### src/rtl/seq_driver.sv
`default_nettype none
// ============================================================================
// Module      : seq_driver
// Description : Sequencer-to-driver bridge. Items are buffered in a small FIFO
//               and replayed as single-cycle beats with a fixed idle gap.
// Revision    : 1.0 - initial release
// ============================================================================
module seq_driver #(
    parameter int DATA_W = 8,
    parameter int DEPTH  = 4,
    parameter int GAP    = 1,
    parameter int CNT_W  = 16
) (
    input  logic              clk,
    input  logic              rst,
    input  logic [DATA_W-1:0] seq_data,
    input  logic              seq_valid,
    output logic              seq_ready,
    output logic [DATA_W-1:0] driver_data,
    output logic              driver_valid,
    output logic              busy,
    output logic [CNT_W-1:0]  sent_count
);

    localparam int                 C_PTR_W    = $clog2(DEPTH);
    localparam logic [C_PTR_W:0]   C_DEPTH    = (C_PTR_W + 1)'(DEPTH);
    localparam logic [3:0]         C_GAP_LOAD = (GAP > 0) ? 4'(GAP - 1) : 4'd0;

    typedef enum logic [1:0] {
        ST_IDLE  = 2'd0,
        ST_DRIVE = 2'd1,
        ST_GAP   = 2'd2
    } state_t;

    state_t              r_state;
    state_t              w_next_state;
    logic [C_PTR_W-1:0]  r_wr_ptr;
    logic [C_PTR_W-1:0]  r_rd_ptr;
    logic [C_PTR_W:0]    r_count;
    logic [DATA_W-1:0]   r_mem [DEPTH];
    logic [3:0]          r_gap_cnt;
    logic                w_push;
    logic                w_pop;
    logic                w_has_item;
    logic                w_gap_load;
    logic                w_gap_dec;

    // Ready looks only at registered occupancy, so a same-cycle pop never frees a slot early.
    assign seq_ready  = (r_count < C_DEPTH) && !rst;
    assign w_push     = seq_valid && seq_ready;
    assign w_has_item = (r_count != '0);
    assign busy       = (r_state != ST_IDLE) || w_has_item;

    always_ff @(posedge clk) begin
        if (w_push) begin
            r_mem[r_wr_ptr] <= seq_data;
        end
    end

    always_ff @(posedge clk or posedge rst) begin
        if (rst) begin
            r_wr_ptr <= '0;
            r_rd_ptr <= '0;
            r_count  <= '0;
        end else begin
            if (w_push) begin
                r_wr_ptr <= r_wr_ptr + 1'b1;
            end
            if (w_pop) begin
                r_rd_ptr <= r_rd_ptr + 1'b1;
            end
            case ({w_push, w_pop})
                2'b10:   r_count <= r_count + 1'b1;
                2'b01:   r_count <= r_count - 1'b1;
                default: r_count <= r_count;
            endcase
        end
    end

    always_ff @(posedge clk or posedge rst) begin
        if (rst) begin
            r_state <= ST_IDLE;
        end else begin
            r_state <= w_next_state;
        end
    end

    always_comb begin
        w_next_state = r_state;
        w_pop        = 1'b0;
        w_gap_load   = 1'b0;
        w_gap_dec    = 1'b0;
        case (r_state)
            ST_IDLE: begin
                if (w_has_item) begin
                    w_pop        = 1'b1;
                    w_next_state = ST_DRIVE;
                end
            end
            ST_DRIVE: begin
                if (GAP > 0) begin
                    w_gap_load   = 1'b1;
                    w_next_state = ST_GAP;
                end else if (w_has_item) begin
                    w_pop        = 1'b1;
                    w_next_state = ST_DRIVE;
                end else begin
                    w_next_state = ST_IDLE;
                end
            end
            ST_GAP: begin
                if (r_gap_cnt == 4'd0) begin
                    if (w_has_item) begin
                        w_pop        = 1'b1;
                        w_next_state = ST_DRIVE;
                    end else begin
                        w_next_state = ST_IDLE;
                    end
                end else begin
                    w_gap_dec = 1'b1;
                end
            end
            default: begin
                w_next_state = ST_IDLE;
            end
        endcase
    end

    always_ff @(posedge clk or posedge rst) begin
        if (rst) begin
            r_gap_cnt <= 4'd0;
        end else if (w_gap_load) begin
            r_gap_cnt <= C_GAP_LOAD;
        end else if (w_gap_dec) begin
            r_gap_cnt <= r_gap_cnt - 4'd1;
        end
    end

    // A pop always leads into DRIVE, so the beat registers load on the pop edge.
    always_ff @(posedge clk or posedge rst) begin
        if (rst) begin
            driver_valid <= 1'b0;
            driver_data  <= '0;
            sent_count   <= '0;
        end else begin
            driver_valid <= w_pop;
            driver_data  <= w_pop ? r_mem[r_rd_ptr] : '0;
            if (w_pop) begin
                sent_count <= sent_count + 1'b1;
            end
        end
    end

endmodule
`default_nettype wire

### config.mk
export PLATFORM = sky130hd
export DESIGN_NAME = seq_driver
export DESIGN_NICKNAME = d
export VERILOG_FILES = /design/src/rtl/seq_driver.sv
export SDC_FILE = /design/constraint.sdc
export NUM_CORES = 1
export LEC_CHECK = 0
export ABC_AREA = 1
export CAP_MARGIN = 30
export CORE_MARGIN = 8
export CORE_UTILIZATION = 55
export CTS_BUF_LIST = sky130_fd_sc_hd__clkbuf_16
export DETAILED_ROUTE_END_ITERATION = 7
export DONT_BUFFER_PORTS = 1
export GPL_ROUTABILITY_DRIVEN = 0
export PLACE_DENSITY = 0.74
export SLEW_MARGIN = 30
export SYNTH_ARGS = -nofsm -noshare
export SYNTH_HDL_FRONTEND = slang
export SYNTH_SLANG_ARGS = --single-unit
### constraint.sdc
create_clock -name clk -period 2.85 [get_ports clk]
set_input_delay 0.57 -clock clk [delete_from_list [all_inputs] [get_ports clk]]
set_output_delay 0.57 -clock clk [all_outputs]
set_load 0.03 [all_outputs]
==> flow_summary.ini <==
[status]
status = complete, no violations

[critical_path]
path_cells = inv_1, ha_1, a21oi_4, nor2_8, ha_1, fa_1, a21oi_1, o21ai_0, xor2_1
worstSetupPathType = flip-flop to flip-flop
crit_family = adder cells
cpMostUsedCell = ha_1
cpPeakStageDelay_ns = 0.39
cpMaxStageDelayCell = fa_1
cp.arrival_ns = 2.29
cp_max_fo = 3
endpoint_kind = flip-flop
required_ns = 3.06
path_buf_inv = 1
cp-start-kind = flip-flop

[sta]
layout_min_cycle_time_ns = 2.09
skew_ns = 0.00734
setup_viol = 0
rsz0062_at_grt = false
hold_ws_ns = 0.277
tns_ns = 0
setup_ws_ns = 0.764
max_freq_mhz = 479
final_max_slew_viol_count = 0
worst_pin_slew_ns = 0.802
report.final.hold_viol_count = 0
relSlewSlack = 0.465
finalCritPeriodShare = 0.732

[run]
cap_violations = 0

[min_path]
hold_class = input port to asynchronous set/reset pin

[global_route]
track_usage = 0.147
grt_pass1_wl_um = 9630
grt_pass1_vias = 1998
antenna_found_initial = 0
grt_start_max_net_pins = 29
grt_overflow = 0

[finish]
drive_gt1_frac = 0.147
syn2layout_area_growth_pct = 10.8
fin_nets = 340
diodes = 0

[synthesis]
synth_top_cell_area_share = 0.299
synth-simple-area-share = 0.213
synth.avg_cell_area_um2 = 10.2
synthesis.area_um2 = 3210
netlist_top_cells_area = edfxtp_1 30%, dfrtp_1 30%, nand2_1 7.9%, nor2_1 5.8%, inv_1 3.3%
synth_compound_area_frac = 0.0701
synth_fa_ha_area_frac = 0.0335
synth_xor_area_frac = 0.0273
yosysSeqAreaShare = 0.595
synth_top_family_by_area = simple AND/OR/NAND/NOR gates
async_flop_share = 0.543
yosysTopAreaCell = edfxtp_1
ys_warn_count = 0
synth_edf_count = 32
synth_ff_type = dfrtp_1
ys_seq_elements = 70
synthMuxAreaShare = 0.00350
synth_most_common_cell = nand2_1
yosysUniqueCellTypes = 31
synthTopCellsByCount = 68 x nand2_1, 50 x nor2_1, 38 x dfrtp_1
syn-num-nets = 333
synthCells = 314

[detailed_routing]
drc = 0
wl_per_cell_um = 14.7
dr.pass1.iters = 4
viasPerCell = 5.13
ant_nets = 0
drt-total-wl_um = 5890
drt_iter0_markers = 83
vias = 2058

[power]
pwr-share-seq = 0.440
clkPwrFrac = 0.294
swShare = 0.391
power_leakage_nw = 1.47
vdd_drop_max_v = 0.000474
switchingPower_mw = 1.43
p_comb_frac = 0.267
power_density_nw_per_um2 = 1020
internal_power_mw = 2.22

[floorplan]
die_x_um = 92.4
dieArea_um2 = 8540
design.core.area_um2 = 5780
initial_utilization = 0.556
die_h_um = 92.4
boundaryPins = 38
fp-row-count = 28

[cts]
clockRootBuffer = clkbuf_16
cts.path.max_buffers = 2
postCtsHoldBufs = 0
tritoncts = done
post_cts_buffers = 0
cts_resized = 0
cts_sinks = 70
htreeDepth = 3
cts.clk_slew.worst_paths_ns = 0.06
cts_made_buffers = 9
clkLatencyLatePin_ns = 0.33

[place]
port_buffers = 0
pre_cts_ws_ns = 0.659
dpl.hpwl_um = 4040
[final cells by class]
class | instances | area, um^2
multi-input combinational | 206 | 1110
tap | 75 | 93.8
inverter | 31 | 130
clock buffer | 9 | 225
fill | 451 | 2220
timing repair buffer | 3 | 22.5
clock inverter | 7 | 62.6
sequential | 70 | 1910
[cells by family after synthesis]
logic type,after synthesis
DFF,70
buffers and inverters,38
and+or+nand+nor,150
xor gates and xnor gates,10
adders and majority gates,8
AOI/OAI and AO/OA,37
muxes,1
[registers in the layout, indices dropped and copies added, names as in the netlist]
register,count
r_mem,32
sent_count,16
driver_data,8
r_gap_cnt,4
r_count,3
r_rd_ptr,2
r_state,2
r_wr_ptr,2
driver_valid,1
[path summary, 6_finish.rpt]
kind,from,to,slack (ns),cells after the start
setup / recovery,r_gap_cnt[0],r_count[2],0.76,9
hold / removal,rst,r_gap_cnt[3],0.28,1
setup reg to reg,r_gap_cnt[0],r_count[2],0.76,9
hold reg to reg,r_gap_cnt[0],r_gap_cnt[0],0.50,1
max in group asynchronous,rst,sent_count[6],1.81,2
min in group clk,seq_data[2],r_mem[2][2],0.33,0
[worst reg2reg max path, cell delays in order (launching register included)]
cell     delay (ns)
dfrtp_1        0.35
inv_1          0.06
ha_1           0.27
a21oi_4        0.24
nor2_8         0.04
ha_1           0.21
fa_1           0.39
a21oi_1        0.13
o21ai_0        0.11
xor2_1         0.15
[layer usage]
metal	share of wire	track usage	vias up
met5	0	0	-
met4	0.018	0.0819	0
met3	0.069	0.0542	9
met2	0.51	0.244	44
met1	0.41	0.158	973
li1	-	-	1032
[layout by cell type, fill, tap and decap left out, types with 2 or more instances in the layout]
master / Yosys / layout
clkbuf_16: 0 / 9
dfrtp_1: 38 / 38
nand3_1: 13 / 13
a21oi_2: 3 / 3
edfxtp_1: 32 / 32
nor2_2: 5 / 5
nor2_4: 2 / 2
inv_2: 2 / 2
nand4_1: 2 / 2
nand3_2: 3 / 3
xnor2_1: 3 / 3
buf_4: 1 / 3
nor2_1: 50 / 50
inv_1: 28 / 28
o21ai_0: 12 / 12
o21ai_1: 8 / 8
a21oi_1: 7 / 7
nand2_4: 2 / 2
nand2_2: 3 / 3
inv_6: 0 / 4
xor2_1: 7 / 7
o22ai_1: 2 / 2
ha_1: 7 / 7
nand2_1: 68 / 68
o21ai_2: 4 / 4
[power by group through the flow]
| stage | clock [mW] | combinational (mW) | sequential (mW) |
|---|---|---|---|
| after CTS | 1.09 | 0.988 | 1.61 |
| after global routing | 1.14 | 1.10 | 1.64 |
| after detailed placement | 0 | 0.981 | 1.63 |
| after global placement | 0 | 0.930 | 1.62 |
| after floorplan | 0 | 0.907 | 1.53 |
| final | 1.07 | 0.974 | 1.60 |
[per-stage QoR]
| stage | std cells | total power [mW] | instance area, um^2 | util |
|---|---|---|---|---|
| 3_3_place_gp | 385 | 2.55 | 3270 | 0.566 |
| 5_1_grt | 401 | 3.88 | 3560 | 0.616 |
| 3_5_place_dp | 385 | 2.61 | 3270 | 0.566 |
| 6_report | 401 | 3.65 | 3560 | 0.616 |
| 2_1_floorplan | 314 | 2.44 | 3210 | - |
| 4_1_cts | 401 | 3.69 | 3560 | 0.616 |
Note: power is estimated with default switching activity, not from simulation.
